<file path="config.mk">
export PLATFORM = sky130hd
export DESIGN_NAME = reaction_responder
export DESIGN_NICKNAME = d
export VERILOG_FILES = /design/src/rtl/reaction_responder_pkg.sv /design/src/rtl/reaction_responder_bcd_down3.sv /design/src/rtl/reaction_responder.sv
export SDC_FILE = /design/constraint.sdc
export NUM_CORES = 1
export LEC_CHECK = 0
export BUFFER_PORTS_ARGS = -buffer_cell sky130_fd_sc_hd__buf_2
export CORE_MARGIN = 1.5
export CORE_UTILIZATION = 49
export DETAILED_ROUTE_END_ITERATION = 12
export HOLD_SLACK_MARGIN = 0.08
export PLACE_DENSITY = 0.64
export SLEW_MARGIN = 20
export SYNTH_ARGS = -nofsm -noshare
export SYNTH_HDL_FRONTEND = slang
export SYNTH_SLANG_ARGS = --single-unit
</file>
<file path="constraint.sdc">
create_clock -name clk -period 14.2 [get_ports clk]
set_input_delay 2.13 -clock clk [delete_from_list [all_inputs] [get_ports clk]]
set_output_delay 2.13 -clock clk [all_outputs]
set_load 0.05 [all_outputs]
</file>
<file path="src/rtl/reaction_responder_pkg.sv">
// Shared types and helpers for the reaction-timer self-test responder.
// State encoding, BCD limits and BCD-to-binary conversion.
package reaction_responder_pkg;

  typedef enum logic [2:0] {
    IDLE     = 3'd0,
    WAIT_LED = 3'd1,
    DELAY    = 3'd2,
    PRESS    = 3'd3,
    CHECK    = 3'd4
  } state_t;

  localparam logic [3:0] BCD_MAX = 4'd9;
  localparam int         BIN_W   = 10;

  function automatic logic [3:0] clamp_digit(
    input logic [3:0] d
  );
    return (d > BCD_MAX) ? BCD_MAX : d;
  endfunction

  function automatic logic [BIN_W-1:0] bcd_to_bin(
    input logic [3:0] h,
    input logic [3:0] t,
    input logic [3:0] o
  );
    logic [BIN_W-1:0] hb;
    logic [BIN_W-1:0] tb;
    logic [BIN_W-1:0] ob;
    hb = {6'd0, h};
    tb = {6'd0, t};
    ob = {6'd0, o};
    return (hb * 10'd100) + (tb * 10'd10) + ob;
  endfunction

endpackage

</file>
<file path="src/rtl/reaction_responder_bcd_down3.sv">
// Three-digit BCD down-counter with digit clamping on load.
// Decrement saturates at 000; borrows ripple o -> t -> h.
module bcd_down3
  import reaction_responder_pkg::*;
(
  input  logic       clk,
  input  logic       ar,
  input  logic       load,
  input  logic [3:0] d_h,
  input  logic [3:0] d_t,
  input  logic [3:0] d_o,
  input  logic       dec,
  output logic       zero,
  output logic [3:0] q_h,
  output logic [3:0] q_t,
  output logic [3:0] q_o
);

  assign zero = (q_h == 4'd0) &&
                (q_t == 4'd0) &&
                (q_o == 4'd0);

  // Load clamped digits, or step down one count with BCD borrow.
  always_ff @(posedge clk) begin
    if (ar) begin
      q_h <= 4'd0;
      q_t <= 4'd0;
      q_o <= 4'd0;
    end else if (load) begin
      q_h <= clamp_digit(d_h);
      q_t <= clamp_digit(d_t);
      q_o <= clamp_digit(d_o);
    end else if (dec && !zero) begin
      if (q_o != 4'd0) begin
        q_o <= q_o - 4'd1;
      end else begin
        q_o <= BCD_MAX;
        if (q_t != 4'd0) begin
          q_t <= q_t - 4'd1;
        end else begin
          q_t <= BCD_MAX;
          q_h <= q_h - 4'd1;
        end
      end
    end
  end

endmodule

</file>
<file path="src/rtl/reaction_responder.sv">
// Self-test responder: waits for the timer LED, presses stop after
// a programmed BCD delay, then grades the timer's BCD result.
module reaction_responder
  import reaction_responder_pkg::*;
#(
  parameter int PRESS_TICKS   = 50,
  parameter int TOL           = 1,
  parameter int TIMEOUT_TICKS = 4095
) (
  input  logic       clk,
  input  logic       ar,
  input  logic       tick_1k,
  input  logic       start,
  input  logic [3:0] delay_h,
  input  logic [3:0] delay_t,
  input  logic [3:0] delay_o,
  input  logic       led_in,
  input  logic [3:0] res_h,
  input  logic [3:0] res_t,
  input  logic [3:0] res_o,
  output logic       stop_out,
  output logic       busy,
  output logic       done,
  output logic       pass,
  output logic       fail,
  output logic       timeout
);

  localparam logic [11:0] TO_LAST =
    12'(TIMEOUT_TICKS - 1);
  localparam logic [7:0] PRESS_LAST =
    8'(PRESS_TICKS - 1);

  state_t state;
  state_t state_n;

  logic             led_q;
  logic             rise;
  logic [11:0]      to_cnt;
  logic [7:0]       press_cnt;
  logic [BIN_W-1:0] d_bin;

  logic load;
  logic dec;
  logic zero;
  logic to_inc;
  logic press_inc;
  logic clr;
  logic done_n;
  logic set_pass;
  logic set_fail;
  logic set_to;

  logic [3:0] q_h;
  logic [3:0] q_t;
  logic [3:0] q_o;

  logic [BIN_W-1:0] r_bin;
  logic [10:0]      r11;
  logic [10:0]      d11;
  logic [10:0]      diff;
  logic             bad;
  logic             ok;

  assign rise     = led_in & ~led_q;
  assign stop_out = (state == PRESS);

  bcd_down3 u_cnt (
    .clk  (clk),
    .ar   (ar),
    .load (load),
    .d_h  (delay_h),
    .d_t  (delay_t),
    .d_o  (delay_o),
    .dec  (dec),
    .zero (zero),
    .q_h  (q_h),
    .q_t  (q_t),
    .q_o  (q_o)
  );

  // Grade the timer result against the clamped delay, unsigned.
  always_comb begin
    r_bin = bcd_to_bin(res_h, res_t, res_o);
    r11   = {1'b0, r_bin};
    d11   = {1'b0, d_bin};
    diff  = (r11 >= d11) ? (r11 - d11)
                         : (d11 - r11);
    bad   = (res_h > BCD_MAX) ||
            (res_t > BCD_MAX) ||
            (res_o > BCD_MAX);
    ok    = (diff <= 11'(TOL)) && !bad;
  end

  // Next-state and control strobes.
  always_comb begin
    state_n   = state;
    load      = 1'b0;
    dec       = 1'b0;
    to_inc    = 1'b0;
    press_inc = 1'b0;
    clr       = 1'b0;
    done_n    = 1'b0;
    set_pass  = 1'b0;
    set_fail  = 1'b0;
    set_to    = 1'b0;
    unique case (state)
      IDLE: begin
        if (start) begin
          load    = 1'b1;
          clr     = 1'b1;
          state_n = WAIT_LED;
        end
      end
      WAIT_LED: begin
        if (rise) begin
          state_n = DELAY;
        end else if (tick_1k) begin
          if (to_cnt == TO_LAST) begin
            set_fail = 1'b1;
            set_to   = 1'b1;
            done_n   = 1'b1;
            state_n  = IDLE;
          end else begin
            to_inc = 1'b1;
          end
        end
      end
      DELAY: begin
        if (tick_1k) begin
          if (zero) state_n = PRESS;
          else      dec     = 1'b1;
        end
      end
      PRESS: begin
        if (tick_1k) begin
          if (press_cnt == PRESS_LAST)
            state_n = CHECK;
          else
            press_inc = 1'b1;
        end
      end
      CHECK: begin
        done_n  = 1'b1;
        state_n = IDLE;
        if (ok) set_pass = 1'b1;
        else    set_fail = 1'b1;
      end
      default: state_n = IDLE;
    endcase
  end

  // State register and LED edge register.
  always_ff @(posedge clk) begin
    if (ar) begin
      state <= IDLE;
      led_q <= 1'b0;
    end else begin
      state <= state_n;
      led_q <= led_in;
    end
  end

  // Timeout, press counters and the latched binary delay.
  always_ff @(posedge clk) begin
    if (ar) begin
      to_cnt    <= 12'd0;
      press_cnt <= 8'd0;
      d_bin     <= '0;
    end else begin
      if (load) begin
        to_cnt <= 12'd0;
        d_bin  <= bcd_to_bin(clamp_digit(delay_h),
                             clamp_digit(delay_t),
                             clamp_digit(delay_o));
      end else if (to_inc) begin
        to_cnt <= to_cnt + 12'd1;
      end
      if (state != PRESS)
        press_cnt <= 8'd0;
      else if (press_inc)
        press_cnt <= press_cnt + 8'd1;
    end
  end

  // Busy, done pulse and sticky verdict flags.
  always_ff @(posedge clk) begin
    if (ar) begin
      busy    <= 1'b0;
      done    <= 1'b0;
      pass    <= 1'b0;
      fail    <= 1'b0;
      timeout <= 1'b0;
    end else begin
      done <= done_n;
      if (load)        busy <= 1'b1;
      else if (done_n) busy <= 1'b0;
      if (clr) begin
        pass    <= 1'b0;
        fail    <= 1'b0;
        timeout <= 1'b0;
      end
      if (set_pass) pass    <= 1'b1;
      if (set_fail) fail    <= 1'b1;
      if (set_to)   timeout <= 1'b1;
    end
  end

endmodule

</file>
* Yosys cells after proc, flatten, opt, wreduce, memory -nomap -nowiden
Index checks and enable logic that the tools add are counted.
Cells by class: magnitude comparators 8, multiplexer cells 51, equal/unequal tests 16, bitwise operators 2, reductions and logical operators 24, $mul 4, add/subtract/negate cells 11
Operators by type and width (count):
- 2-to-1 mux 4 bit | 14
- 2-to-1 mux 1 bit | 25
- > comparator 4 bit (second input constant) | 6
- 2-to-1 mux 3 bit | 8
- subtractor 10 x 10 -> 11 bit | 2
- adder 10 x 4 -> 10 bit | 2
- adder 10 x 8 -> 10 bit | 2
- multiplier 4 x 5 -> 8 bit (second input constant) | 2
- multiplier 4 x 3 -> 7 bit (second input constant) | 2
- adder 12 x 1 -> 12 bit (second input constant) | 1
- equality test 12 bit (second input constant) | 1
- logical NOT 4 bit | 3
- one-hot mux 3 bit (4 select lines) | 1
- subtractor 4 x 1 -> 4 bit (second input constant) | 3
- less-or-equal comparator 11 x 1 -> 1 bit (second input constant) | 1
- 2-to-1 mux 11 bit | 1
- >= comparator 10 bit | 1
- inequality test 2 bit (second input constant) | 5
- nonzero test 2 bit | 5
- adder 8 x 1 -> 8 bit (second input constant) | 1
- equality test 8 x 6 -> 1 bit (second input constant) | 1
- nonzero test 4 bit | 2
- AND reduction 7 bit | 1
- equality test 3 x 2 -> 1 bit (second input constant) | 2
- other kinds (15) | 24
Word-level totals: bits of input ports 29, flip-flop bits (word level) 51, word-level logic and storage cells 129, output and inout port bits 6

* Longest topological paths before layout
depth after elaboration 10, gate-level depth with buffers 20

* Cells and area by module
A second synthesis with hierarchy kept.
Unflattened totals: cell total of the unflattened synthesis 603, area, all modules 4953.5 um^2
Modules (own cells, without submodules):
- reaction_responder | cells each 517, times used 1, area each 4205.3 um^2, seq. area each 780.7 um^2
- bcd_down3 | cells each 86, times used 1, area each 748.2 um^2, seq. area each 240.2 um^2

* Worst setup path after synthesis
No wires, ideal clock.
path kind input port to flip-flop, from input res_t[1], to register fail, arrival time 5.780 ns, slack 8.289 ns, stages on the path 19, required time 14.069 ns, path buffers 1, cells stage by stage ha_1 -> ha_1 -> fa_1 -> ha_1 -> ha_1 -> inv_1 -> o21bai_1 -> a21o_1 -> a21o_1 -> xor2_1 -> ha_1 -> buf_2 -> inv_1 -> o21a_1 -> o21ai_0 -> a2111oi_2 -> o2111ai_1 -> o32ai_2 -> o31ai_1
Between the ends: longest elaborated chain between the ends 10
RTL lines:
- start: declaration | RTL line reaction_responder.sv:19 | input logic [3:0] res_t,
- multiplier 4 x 3 -> 7 bit | RTL line reaction_responder_pkg.sv:33 | return (hb * 10'd100) + (tb * 10'd10) + ob;
- adder 10 x 8 -> 10 bit | RTL line reaction_responder_pkg.sv:33
- adder 10 x 4 -> 10 bit | RTL line reaction_responder_pkg.sv:33
- subtractor 10 x 10 -> 11 bit, or another cell as far along | RTL line reaction_responder.sv:88 | : (d11 - r11);
- 2-to-1 mux 11 bit | RTL line reaction_responder.sv:87 | diff = (r11 >= d11) ? (r11 - d11)
- less-or-equal comparator 11 x 1 -> 1 bit | RTL line reaction_responder.sv:92 | ok = (diff <= 11'(TOL)) && !bad;
- logical AND 1 bit (*) | RTL line reaction_responder.sv:92
- 2-to-1 mux 1 bit (*) | RTL line reaction_responder.sv:146 | if (ok) set_pass = 1'b1;
- one-hot mux 1 bit (2 select lines) (*) | RTL line reaction_responder.sv:107 | unique case (state)
- 2-to-1 mux 1 bit / nonzero test 2 bit (equally long branches)
- end signal: assignment | RTL line reaction_responder.sv:192 | fail <= 1'b0;
- end signal: assignment | RTL line reaction_responder.sv:200 | fail <= 1'b0;
- end signal: assignment | RTL line reaction_responder.sv:204 | if (set_fail) fail <= 1'b1;
- end: declaration | RTL line reaction_responder.sv:25 | output logic fail,
Mark *: on every way between the ends. The rest lies on a longest branch, timed or not. A chain may end at the register's enable or synchronous reset.

* Worst setup path in the final report
Ends and elaborated chain as after synthesis.

==> metrics.yaml <==
synth_top_area_cell: "dfxtp_1"
drt.antenna.violating_nets: 0
p_leak_nw: 2.32
r2r_end: "fail"
yosysSeqAreaShare_pct: 21.1
gp_congestion: 0.894
wl_per_cell_um: 13.7
setup_slack_ps: 8000
timing.rr.start: "d_bin[0]"
ys.flop_type: "dfxtp_1"
drt-total-wl_um: 10000
cap_violations: 0
nets: 716
die_y_um: 102
grt_overflow_total: 0
rsz0062_at_grt: "no"
cts_buffers: 5
yosysTopAreaCellShare_pct: 21.1
drive_gt1_share_pct: 10.8
period_minus_slack_ps: 6200
die-area_um2: 10500
remaining_drc_errors: 0
p_per_area_nw_per_um2: 134
relSlewSlack_pct: 62.1
htreeDepth: 2
via_count: 3955
clock_tree.buffer_depth: 2
grt_pass1_wl_um: 16600
grt.total_usage_pct: 19.7
routed_via_density: 5.39
cts_resized: 0
ir_drop_mv: 0.0761
syn_nets: 695
crit_path_end_kind: "flip-flop"
synth-edff-count: 0
io_buffers: 34
dr.pass1.iters: 4
cp-start-kind: "input port"
pre_cts_slack_ps: 7720
ios: 35
hp-class: "flip-flop to flip-flop"
r2r_slack_ps: 11600
first_iter_violations: 131
synth_area_leaders: "dfxtp_1, ha_1, inv_1"
post_cts_buffers: 0
max_freq_mhz: 161
dpl.cell_count: 726
synth-async-reset-ratio_pct: 0
num_rows: 36
final-setup-viol-count: 0
worstPathArrival_ps: 6380
cp.required_ps: 14380
crit_top_cell: "ha_1"
whs_ps: 462
final_common_cell: "ha_1"
cts_hold_buf: 0
crit_type: "input port to flip-flop"
clk_latency_ps: 300
slew_violations: 0
yosysWarnings: 0
grt_pass1_vias: 3662
grt_max_degree: 32
final_core_util_pct: 53.5
die_x_um: 102
max_slew.worst_pin.slew_ps: 569
outcome: "finished, final reports clean"
worstRegToRegCells: 10
syn_inst: 579
mostFrequentLayoutCells: "ha_1, inv_1, nor2_1"
power_uw: 694
whs_path_depth: 1
fin_area_um2: 5180
cp_max_fo: 10
cpPeakStageDelay_ps: 480
post-dp-hpwl_um: 8240
syn-cell-area_um2: 4830
holdPathEnd: "timeout"
crit_chain: "buf_2 -> ha_1 -> ha_1 -> fa_1 -> ha_1 -> ha_1 -> inv_1 -> o21bai_1 -> a21o_1 -> a21o_1 -> xor2_1 -> ha_1 -> o21ai_0 -> a22oi_1 -> o21ai_0 -> a2111oi_2 -> o2111ai_1 -> o32ai_2 -> o31ai_1"
finClkSkew_ps: 13.6
min_from: "timeout"
tns_ps: 0
final-hold-violation-count: 0
clock_sink_count: 51
synthDistinctLibCells: 74
fill_cells: 937
slowest_stage: "ha_1"
initial_utilization_pct: 49.9
fin_crit_sh_pct: 43.7
core_um2: 9680
finalNonFillerCells: 734
cts_root_buffer: "clkbuf_8"
cts_tree: "done"
syn_to_final_growth_pct: 7.20
diodes: 0
antenna_found_initial: 0
path_clk_slew_ps: 100
synth-seq-cells: 51
synth_area_per_cell_um2: 8.34
post_dp_cell_area_um2: 5070
[worst max-delay path by stage]
stage,startpoint,endpoint,cells past startpoint
2_1_floorplan,res_t[1],fail,19
3_3_place_gp,res_t[1],fail,19
3_5_place_dp,res_t[1],fail,19
4_1_cts,res_t[1],fail,19
5_1_grt,res_t[1],fail,19
6_report,res_t[1],fail,19
[area by class of cell]
cell class / count / area [um^2] / area share, %
clock inverter: 3 / 43.8 / 0.846
clock buffer: 5 / 68.8 / 1.33
timing repair buffer: 36 / 185 / 3.58
sequential: 51 / 1020 / 19.7
multi-input combinational: 440 / 3450 / 66.5
tap: 133 / 166 / 3.21
inverter: 66 / 248 / 4.78
[worst max-delay path: cells and delay by family]
family / cells / cell delay [ps]
compound gates: 10 / 1820
buf+inv: 2 / 200
xor+xnor: 1 / 160
fa+ha+maj: 6 / 2080
[metal layers]
metal,part of all wire [%],vias up,global-route usage [%]
li1,-,2054,-
met1,47,1836,25.0
met2,50,52,35.6
met3,1.7,13,2.12
met4,1.7,0,4.95
met5,0,-,0
[flip-flops by register name (all words and copies together) (netlist names)]
name / count
pass: 1
led_q: 1
to_cnt: 12
d_bin: 10
busy: 1
fail: 1
done: 1
timeout: 1
u_cnt.q_o: 4
u_cnt.q_h: 4
state: 3
press_cnt: 8
u_cnt.q_t: 4
[synthesized netlist by cell type (3+ instances only)]
cell and count:
ha_1 75, inv_1 66, nor2_1 55, dfxtp_1 51, a21oi_1 35, nand2_1 34
o21ai_0 30, xnor2_1 22, xor2_1 20, a211oi_1 14, a21o_1 14, fa_1 12
nor2b_1 12, clkbuf_1 10, nand2b_1 9, nand4_1 9, nand3_1 8, a31oi_1 6
buf_2 6, nor3_1 6, nor4_1 5, o21bai_1 5, or3_1 5, and3_1 4
buf_4 3, nand3_2 3, o31ai_1 3, or2_2 3
[report_power, final]
group          switching (mW)  internal [mW]  leakage [nW]
registers              0.0166          0.158         0.416
clock network          0.0476         0.0525        0.0581
logic                   0.252          0.168          1.84
total                   0.316          0.378          2.32
[cell families (layout without fill, tap and decap cells)]
| family | after synthesis | after routing | share of synthesized area (%) |
|---|---|---|---|
| AOI/OAI and AO/OA | 137 | 137 | 19.0 |
| DFF | 51 | 51 | 21.1 |
| and+or+nand+nor | 171 | 171 | 19.7 |
| xor gates and xnor gates | 42 | 42 | 7.61 |
| buffers and inverters | 88 | 110 | 7.54 |
| muxes | 3 | 3 | 0.648 |
| adders and majority gates | 87 | 87 | 24.4 |
(Power assumes the default switching activity.)
